<file path="src/rtl/fifo_reader.sv">
// rtl/fifo_reader.sv - burst reader draining a FIFO into a valid/ready output stream
module fifo_reader #(
  parameter int DATA_WIDTH = 8,
  parameter int LEN_WIDTH  = 8
) (
  input  logic                  clk,
  input  logic                  rst,
  input  logic                  start,
  input  logic [LEN_WIDTH-1:0]  len,
  output logic                  busy,
  output logic                  done,
  output logic [LEN_WIDTH-1:0]  count,
  input  logic                  fifo_empty,
  output logic                  fifo_rinc,
  input  logic [DATA_WIDTH-1:0] fifo_rdata,
  output logic [DATA_WIDTH-1:0] m_data,
  output logic                  m_valid,
  input  logic                  m_ready
);

  typedef enum logic {IDLE, DRAIN} state_t;

  state_t                state, state_nxt;
  logic [LEN_WIDTH-1:0]  issue_left, out_left, count_q;
  logic [DATA_WIDTH-1:0] buf0, buf1;
  logic [1:0]            occ;
  logic                  in_flight;
  logic                  done_q;
  logic                  launch, zero_req, last_xfer, pop, rinc;
  logic [2:0]            pending;
  logic [2:0]            room_limit;

  // Next-state and burst-control decode
  always_comb begin
    state_nxt = state;
    launch    = 1'b0;
    zero_req  = 1'b0;
    last_xfer = 1'b0;
    case (state)
      IDLE: begin
        if (start) begin
          if (len != '0) begin
            launch    = 1'b1;
            state_nxt = DRAIN;
          end else begin
            zero_req = 1'b1;
          end
        end
      end
      DRAIN: begin
        if (pop && out_left == LEN_WIDTH'(1)) begin
          last_xfer = 1'b1;
          state_nxt = IDLE;
        end
      end
      default: state_nxt = IDLE;
    endcase
  end

  // Read issue: a slot freed by this cycle's pop is reused so the stream sustains one word per cycle
  always_comb begin
    pop        = (occ != 2'd0) & m_ready & ~rst;
    pending    = {1'b0, occ} + {2'b00, in_flight};
    room_limit = 3'd2 + {2'b00, pop};
    rinc       = (state == DRAIN) & ~fifo_empty & (issue_left != '0)
               & (pending < room_limit) & ~rst;
  end

  // State register
  always_ff @(posedge clk) begin
    if (rst) state <= IDLE;
    else     state <= state_nxt;
  end

  // Burst counters, in-flight tracking and the 2-entry output buffer
  always_ff @(posedge clk) begin
    if (rst) begin
      issue_left <= '0;
      out_left   <= '0;
      count_q    <= '0;
      occ        <= 2'd0;
      in_flight  <= 1'b0;
      done_q     <= 1'b0;
      buf0       <= '0;
      buf1       <= '0;
    end else begin
      done_q    <= zero_req | last_xfer;
      in_flight <= rinc;
      if (launch) begin
        issue_left <= len;
        out_left   <= len;
        count_q    <= '0;
      end else begin
        if (rinc) issue_left <= issue_left - LEN_WIDTH'(1);
        if (pop) begin
          out_left <= out_left - LEN_WIDTH'(1);
          count_q  <= count_q + LEN_WIDTH'(1);
        end
      end
      if (in_flight && !pop) begin
        if (occ == 2'd0) buf0 <= fifo_rdata;
        else             buf1 <= fifo_rdata;
        occ <= occ + 2'd1;
      end else if (!in_flight && pop) begin
        buf0 <= buf1;
        occ  <= occ - 2'd1;
      end else if (in_flight && pop) begin
        if (occ == 2'd1) begin
          buf0 <= fifo_rdata;
        end else begin
          buf0 <= buf1;
          buf1 <= fifo_rdata;
        end
      end
    end
  end

  // Outputs forced quiet while reset is held
  always_comb begin
    busy      = (state == DRAIN) & ~rst;
    done      = done_q & ~rst;
    count     = count_q;
    fifo_rinc = rinc;
    m_valid   = (occ != 2'd0) & ~rst;
    m_data    = rst ? '0 : buf0;
  end

endmodule

</file>
<file path="config.mk">
export PLATFORM = sky130hd
export DESIGN_NAME = fifo_reader
export DESIGN_NICKNAME = d
export VERILOG_FILES = /design/src/rtl/fifo_reader.sv
export SDC_FILE = /design/constraint.sdc
export NUM_CORES = 1
export LEC_CHECK = 0
export BUFFER_PORTS_ARGS = -buffer_cell sky130_fd_sc_hd__buf_2
export CAP_MARGIN = 15
export CORE_MARGIN = 2
export CORE_UTILIZATION = 60
export DETAILED_ROUTE_END_ITERATION = 10
export PLACE_DENSITY = 0.91
export SYNTH_ARGS = -nofsm -noshare
export SYNTH_HDL_FRONTEND = slang
export SYNTH_SLANG_ARGS = --single-unit
</file>
<file path="constraint.sdc">
create_clock -name clk -period 3.6 [get_ports clk]
set_input_delay 0.72 -clock clk [delete_from_list [all_inputs] [get_ports clk]]
set_output_delay 0.72 -clock clk [all_outputs]
set_load 0.05 [all_outputs]
</file>
# Yosys cells after proc, flatten, opt, wreduce, memory -nomap -nowiden
# Index checks and enable logic that the tools add are counted.
totals:
  latchBits: 0
  wordCells: 81
  memories: 0
  rom_bits: 0
  ram_bits: 0
  inputBits: 21
  ff_bits: 45
  output_inout_bits: 20
op_classes:
  n_mul: 0
  n_eq_ne: 6
  n_addsub: 7
  muxes: 27
  reduce_logical: 18
  n_lt_le_gt_ge: 1
  shifts: 0
  n_bitwise: 13
  n_div: 0
op_table:
  columns: ["cell", "count"]
  rows:
  - ["8-bit 2-to-1 mux", 15]
  - ["8-bit nonzero test", 2]
  - ["8-bit by 1-bit subtractor with 8-bit output (second input constant)", 2]
  - ["2-bit nonzero test", 5]
  - ["1-bit AND", 9]
  - ["1-bit 2-to-1 mux", 9]
  - ["8-bit by 1-bit adder with 8-bit output (second input constant)", 1]
  - ["8-bit by 1-bit equality test with 1-bit output (second input constant)", 1]
  - ["2-bit inequality test (second input constant)", 3]
  - ["1-bit logical AND", 4]
  - ["2-bit 2-to-1 mux", 2]
  - ["4-bit AND reduction", 1]
  - ["2-bit by 1-bit adder with 3-bit output", 1]
  - ["2-bit by 1-bit adder with 3-bit output (first input constant)", 1]
  - ["3-bit < comparator", 1]
  - ["1-bit inverter", 3]
  - ["3-bit nonzero test", 1]
  - ["2-bit by 1-bit adder with 2-bit output (second input constant)", 1]
  - ["2-bit by 1-bit equality test with 1-bit output (second input constant)", 1]
  - ["1-bit logical NOT", 2]
  - ["2-bit logical NOT", 1]
  - ["2-bit by 1-bit inequality test with 1-bit output (second input constant)", 1]
  - ["1-bit one-hot mux with 2 select lines", 1]
  - ["2-bit AND reduction", 1]
  - ["3 further kinds", 3]

# Depth between registers and ports, before layout
# Gate-level depths: netlist of run 1.
depth:
  ltp_word: 9
  ltp_mapped: 11
  depth_no_buf: 10

# Least setup slack after synthesis of run 1
# Ideal clock, no wire load.
synth_path:
  kind: "input -> register"
  from: "input rst"
  to: "register buf1[1]"
  setup_time_ns: 0.128
  arrival_ns: 3.196
  setup_slack_ns: 0.276
  cell_stages: 9
  t_required_ns: 3.472
  n_path_buf: 1
  cell_sequence: "buf_6 -> nor2_1 -> nand2_1 -> inv_1 -> ha_1 -> or3b_2 -> a21oi_2 -> mux2i_1 -> nor2_1"
synth_via:
  elab_chain_len: 6
  word_cells_on_any_way: 12
  classes_between: "eq/ne: 3; mux: 1; bitwise: 2; reduce/logical: 6"
synth_rtl:
  columns: ["element", "line", "rtl"]
  rows:
  - ["start, declared", "7", "input logic rst,"]
  - ["1-bit inverter *", "62", "pop = (occ != 2'd0) & m_ready & ~rst;"]
  - ["1-bit AND *", "62", null]
  - ["net pop", "29", "logic launch, zero_req, last_xfer, pop, rinc;"]
  - ["1-bit logical NOT", "100", "if (in_flight && !pop) begin"]
  - ["1-bit logical AND", "100", null]
  - ["2-bit inequality test (no line) / 2-bit nonzero test (equally long branches)", null, null]
  - ["4-bit AND reduction (no line)", null, null]
  - ["end signal, assigned", "102", "else buf1 <= fifo_rdata;"]
  - ["end signal, assigned", "112", "buf1 <= fifo_rdata;"]
  - ["end, declared", "25", "logic [DATA_WIDTH-1:0] buf0, buf1;"]
# The timed path passes the listed nets; every way through them passes the cells marked *.
# A chain may end at the register's enable or synchronous reset.

# Worst setup path in the final report of run 1
layout_path:
  from: "register occ[0]"
  to: "output fifo_rinc"
layout_via:
  elab_chain_len: 7
  word_cells_on_any_way: 8
  classes_between: "add/sub: 2; order compare: 1; bitwise: 4; reduce/logical: 1"
layout_rtl:
  columns: ["element", "line", "rtl"]
  rows:
  - ["start, declared", "26", "logic [1:0] occ;"]
  - ["start signal, assigned", "103", "occ <= occ + 2'd1;"]
  - ["start signal, assigned", "106", "occ <= occ - 2'd1;"]
  - ["2-bit nonzero test", "62", null]
  - ["1-bit AND (2 in series)", "62", null]
  - ["2-bit by 1-bit adder with 3-bit output", "64", "room_limit = 3'd2 + {2'b00, pop};"]
  - ["3-bit < comparator *", "66", "& (pending < room_limit) & ~rst;"]
  - ["1-bit AND * (2 in series)", "66", null]
  - ["end, declared", "14", "output logic fifo_rinc,"]
# Mark *: on every way between the ends. The rest lies on a longest branch, timed or not.

==> impl_results.md, run 1 <==
- Worst vdd ir: between 0.0003 and 0.0004 V
- Syn Area/Cell: roughly 8.9 um2
- Final setup viols: 0
- Total Power: between 1 and 1.5 mW
- Root buffer cell: clkbuf_8
- Sink Count: 45
- Yosys cell types: 46
- Max_cap viols: 0
- CORE AREA: ~3700 um2
- Die ar.: between 4000 and 5000 um2
- Worst path buffer plus inverter count: 2
- H-tree levels: 2
- Maximum fanout along the worst path: 15
- Reg clk slew, reported paths: 0.08 ns
- 1st-iter DRT viols: around 130
- Yosys reg bits: between 40 and 50
- Setup crit end kind: output port
- Min-delay worst type: flip-flop to flip-flop
- Seq/Total Area, Yosys: around 38%
- Largest net degree at the start of global routing: 39
- Count leader, synth: dfxtp_1
- Pins Over Slew Limit: 0
- Synth area leader: dfxtp_1
- Core Rows: 22
- Wirelength per Cell: between 10 and 15 um
- Hold-fix buffers, CTS: 0
- Syn Nets: between 300 and 400
- P_leak: between 1 and 1.5 nW
- Diodes inserted: 0
- Largest stage delay, worst path: about 0.42 ns
- Commonest cells post-synth: 45 x dfxtp_1, 42 x nor2_1, 18 x mux2i_1
- Crit path kind: flip-flop to output port
- Detailed Routing Iterations Pass 1: 4
- Pwr Density: 409 nW/um2
- Worst skew pair latency: around 0.30 ns
- Worst hold slack: about 0.5 ns
- CTS tree: built
- Port-buffer cells: 40
- Logic pwr share: between 20% and 30%
- Sw frac: about 31%
- Residual DRC: 0
- Via Count: ~2,000
- CP Launch Type: flip-flop
- Clock share of power: roughly 28%
- Setup slack at placement: 0.672 ns
- GRT Resource Usage Total: ~24%
- Tmin final: 2.82 ns
- Post-Syn Area: 2390 um2
- Global-route wire length before repair: 8180 um
- Slew @ Worst Pin: 0.829 ns
- Critical Path AT: roughly 2.1 ns
- Worst EP required: 2.88 ns
- Final WL: ~5100 um
- Top cells by area, synth: dfxtp_1 38%, mux2i_1 7.5%, ha_1 6.8%, nor2_1 6.6%, nor2b_1 3.9%
- Vias in the first global route: between 1,500 and 2,000
- Skew final: 0.00613 ns
- Initial core utilization: between 60 and 70%
- Post-synth EDFFs: 0
- RSZ-0062 raised after global routing: no
- Via/cell ratio: 5.79
- Setup Buffers After CTS: 0
- Post-synth top flop: dfxtp_1
- Fraction of layout cells with a size suffix above 1: about a fifth
- Net load switching power: around 0.35 mW
- Max frequency: around 350 MHz
- Post-route clock period utilization: roughly four fifths
- Ys async rst share: 0%
- Ys Warns: 0
- Final hold vios: 0
- Flop pwr share: between 50% and 60%
- I/O pin total: 41
- Max-Slew Margin vs Limit: 44.2%
- Setup ws final: slightly below 0.8 ns
- Layout area overhead: 12.8%
- Final #Nets: 340
- Sum Neg Setup Slack: 0 ns
- Status: finished clean
- CTS max path bufs: 2
- Initial antenna violation count: 0
- Syn Inst Count: 270
- CP Cell Sequence: inv_1 -> ha_1 -> nor3b_1 -> o21ai_2 -> nor2_1 -> buf_2
- Grt ovf: 0
- CTS resizes: 0
- Synth top area share: 37.7%
- Die Ht: about 67 um
- Cell class contributing the biggest share of worst-path delay: simple AND/OR/NAND/NOR gates
- Final Wtd Congestion: between 0.8 and 0.9
- DP HPWL: approximately 3800 um
- CP max-delay cell: nor3b_1
- Die width: between 60 and 70 um
- P_int: about 0.76 mW
- ANT nets after route: 0
- TritonCTS buffer count: 5
==> final timing paths <==
check	from	depth (start not counted)	to	slack, ns
worst max-delay path	occ[0]	6	fifo_rinc	0.78
worst min-delay path	buf0[2]	2	buf0[2]	0.50
worst max register to register	occ[0]	10	buf1[4]	0.90
worst min register to register	buf0[2]	2	buf0[2]	0.50
==> through the flow <==
stage               util (%)  instances  instance area (um2)
detailed placement      69.8        347                 2610
global placement        69.8        347                 2610
global route            72.0        355                 2700
floorplan                  -        270                 2390
CTS                     72.0        355                 2700
finish                  72.0        355                 2700
==> routing by layer <==
layer / routed length, um / GRT usage [%]
met4: 91 / 8.93
met3: 253 / 7.26
met5: 0 / 0
met2: 2450 / 40.3
met1: 2310 / 29.4
==> worst register-to-register path, cell delays in order, from the launching register on <==
cell	delay, ns
dfxtp_1	0.40
inv_1	0.06
ha_1	0.25
nor2_1	0.14
nand2_1	0.11
inv_1	0.18
ha_1	0.17
or3b_2	0.45
a21oi_2	0.50
mux2i_1	0.28
nor2_1	0.06
==> logic make-up (layout without fill, tap and decap cells) <==
family,Yosys count,in the layout,share of synthesized area [%]
AOI/OAI and AO/OA,46,46,14.3
xor gates and xnor gates,15,15,5.50
adders and majority gates,13,13,6.81
buffers and inverters,27,64,4.76
DFF,45,45,37.7
muxes,18,18,7.54
and+or+nand+nor,106,106,23.4
==> area by class of cell <==
class | count | area, um2
Timing Repair Buffer | 44 | 230
Inverter | 12 | 45.0
Tap cell | 48 | 60.1
Fill cell | 298 | 1050
Clock inverter | 1 | 7.51
Multi-Input combinational cell | 198 | 1380
Clock buffer | 7 | 76.3
Sequential cell | 45 | 901
==> placed cells by master, fill, tap and decap left out, types with 3 or more instances in the layout <==
master and count:
dfxtp_1 45, nor2_1 42, buf_2 40, mux2i_1 18, nand2_1 15, nor2b_1 15
ha_1 13, inv_1 12, a211oi_1 12, xor2_1 9, o211ai_1 8, nand4_1 7
a21oi_1 7, xnor2_1 6, clkbuf_8 5, nand3_1 4, buf_4 4, or4_1 3
or4b_1 3, a31oi_1 3
==> state kept, by name, indices dropped and copies added (netlist names) <==
signal      flops
buf0            8
buf1            8
done_q          1
out_left        8
occ             2
state           1
in_flight       1
count           8
issue_left      8
==> power groups by stage <==
stage	logic [mW]	clock network (mW)	registers (mW)
after detailed placement	0.239	0	0.563
after global placement	0.231	0	0.562
after floorplan	0.185	0	0.558
after CTS	0.242	0.312	0.551
after global routing	0.267	0.335	0.556
final	0.242	0.308	0.552
No activity file was read; power rests on OpenSTA's default activity.
==> run 2: changes to the inputs <==
CORE_UTILIZATION = 56   (was 60)
PLACE_DENSITY = 0.86   (was 0.91)
clock period = 3 ns   (was 3.6 ns; I/O delays follow)
==> run 2 against run 1 <==
  * Clock skew about the same
  * Utilization down 4.2 points
  * Via count up 0.49%
  * Non-clock buffer count up 2
  * Setup slack worse by 0.52 ns
  * First-iteration DRC count up 15%
  * Global-route usage down 2.4 points
  * Highest routed layer unchanged
  * Cell count up 1.1%
  * Design area up 2.1%
  * Total power up 30%
  * Wire length down 0.94%
  * Largest cell class unchanged
  * Sequential share of layout area down 0.68 points
  * Critical path type is now flip-flop to flip-flop
==> impl_results.md, run 2 (same netlist as run 1, synthesis figures left out) <==
- Diodes inserted: 0
- TritonCTS buffer count: 5
- Grt ovf: 0
- Reg2reg start: occ[0]
- CP Depth: 10
- Final setup viols: 0
- Root buffer cell: clkbuf_8
- Hold wc startpoint: buf0[7]
- Global-route wire length before repair: around 8600 um
- Worst EP required: roughly 3.2 ns
- Final hold vios: 0
- Initial antenna violation count: 0
- Initial core utilization: just under 60%
- Core Rows: 23
- Hold-fix buffers, CTS: 0
- DP HPWL: 3680 um
- H-tree levels: 2
- CP Launch Type: flip-flop
- CTS resizes: 0
- Setup Buffers After CTS: 0
- Max frequency: about 360 MHz
- Port-buffer cells: 40
- Reg2Reg Depth: 10
- Wirelength per Cell: 14.1 um
- Worst Setup SP: occ[0]
- Worst R2R Setup Slack: ~0.26 ns
- Reg clk slew, reported paths: 0.09 ns
- GRT Resource Usage Total: 21.8%
- Cell class contributing the biggest share of worst-path delay: simple AND/OR/NAND/NOR gates
- Reg2Reg Capture Point: buf1[2]
- Maximum fanout along the worst path: 8
- P_leak: 1.14 nW
- Worst path buffer plus inverter count: 2
- Worst vdd ir: about 0.00029 V
- Residual DRC: 0
- CP max-delay cell: a21oi_2
- Final Wtd Congestion: slightly below 0.9
- Die width: 69.3 um
- Via Count: ~2,100
- CTS tree: built
- Tmin final: 2.74 ns
- Fraction of layout cells with a size suffix above 1: about a fifth
- Slew @ Worst Pin: between 0.7 and 0.8 ns
- Crit path kind: flip-flop to flip-flop
- Multi-input gate area: around 1400 um2
- Final #Nets: between 300 and 400
- Skew final: roughly 0.0064 ns
- I/O pin total: 41
- WHS Endpoint: buf0[7]
- Critical Path AT: 2.92 ns
- Pwr Density: about 520 nW/um2
- Sum Neg Setup Slack: 0 ns
- Setup slack at placement: ~0.24 ns
- CP Cell Sequence: inv_1 -> ha_1 -> nor2_2 -> nand2_1 -> inv_1 -> ha_1 -> or3b_2 -> a21oi_2 -> mux2i_1 -> nor2_1
- Max_cap viols: 0
- Max-Slew Margin vs Limit: about 53%
- CTS max path bufs: 2
- Via/cell ratio: roughly 5.8
- Worst skew pair latency: 0.30 ns
- Fillers: ~330
- 1st-iter DRT viols: around 150
- Largest net degree at the start of global routing: 52
- CORE AREA: ~4000 um2
- Finished Layout Cells: about 360
- Most frequent cells in the layout: 45 x dfxtp_1, 41 x nor2_1, 40 x buf_2
- FF/Latch Area: 901 um2
- Pins Over Slew Limit: 0
- Sink Count: 45
- Detailed Routing Iterations Pass 1: 4
- Post-route clock period utilization: between 90% and 100%
- Dpl cells: around 350
- Total Power: roughly 1.4 mW
- Largest stage delay, worst path: just over 0.5 ns
- RSZ-0062 raised after global routing: no
- Layout area overhead: 15.1%
- Setup crit end kind: flip-flop
- Min-delay worst type: flip-flop to flip-flop
- Die ar.: ~4800 um2
- ANT nets after route: 0
- Status: finished clean
- WHS Path Cells: 2
- Final WL: just over 5000 um
- Die Ht: slightly below 70 um
- Commonest non-fill, non-tap cell in the layout: dfxtp_1
- Vias in the first global route: between 1,500 and 2,000
- Setup ws final: ~0.26 ns
run 2: cell count changes in the layout (fill, tap and decap cells not counted):
cell,previous run,this run
clkbuf_8,5,6
clkbuf_1,2,0
nor2_2,0,1
nor2_1,42,41
bufinv_16,0,1
buf_4,4,6
run 2: per-stage QoR:
step / hold WS, ns / cell area, um2 / utilization [%]
floorplan: 0.460 / 2390 / -
global placement: 0.472 / 2630 / 64.8
detailed placement: 0.485 / 2630 / 64.8
CTS: 0.501 / 2750 / 67.8
global route: 0.537 / 2750 / 67.8
finish: 0.498 / 2750 / 67.8
run 2: power breakdown:
group / internal (mW) / total, mW / switching [mW]
Combinational: 0.113 / 0.289 / 0.176
Clock: 0.271 / 0.482 / 0.211
Sequential: 0.632 / 0.662 / 0.0296
run 2: worst max path at each step:
stage,end,slack [ns]
final,buf1[2],0.26
after global routing,buf1[3],0.005
after CTS,buf1[2],0.25
after detailed placement,buf1[2],0.24
after global placement,buf1[1],0.36
after floorplan,buf1[1],0.08
run 2: layout make-up:
| type | instances | share of cell area (%) |
|---|---|---|
| tap | 50 | 2.27 |
| multi-input combinational | 198 | 50.1 |
| timing repair buffer | 46 | 8.91 |
| sequential | 45 | 32.7 |
| clock buffer | 6 | 3.00 |
| inverter | 12 | 1.64 |
| clock inverter | 2 | 1.36 |
run 2: routing by layer:
metal | wire length (um) | vias to the layer above | GRT usage, %
li1 | - | 1038 | -
met1 | 2330 | 969 | 27.2
met2 | 2440 | 47 | 36.8
met3 | 189 | 11 | 4.80
met4 | 95 | 0 | 8.06
met5 | 0 | - | 0
run 2: worst register-to-register path: stages, from the launching register on:
cell and delay, ns:
dfxtp_1 0.40, inv_1 0.06, ha_1 0.27, nor2_2 0.11, nand2_1 0.10, inv_1 0.19
ha_1 0.19, or3b_2 0.45, a21oi_2 0.51, mux2i_1 0.28, nor2_1 0.05
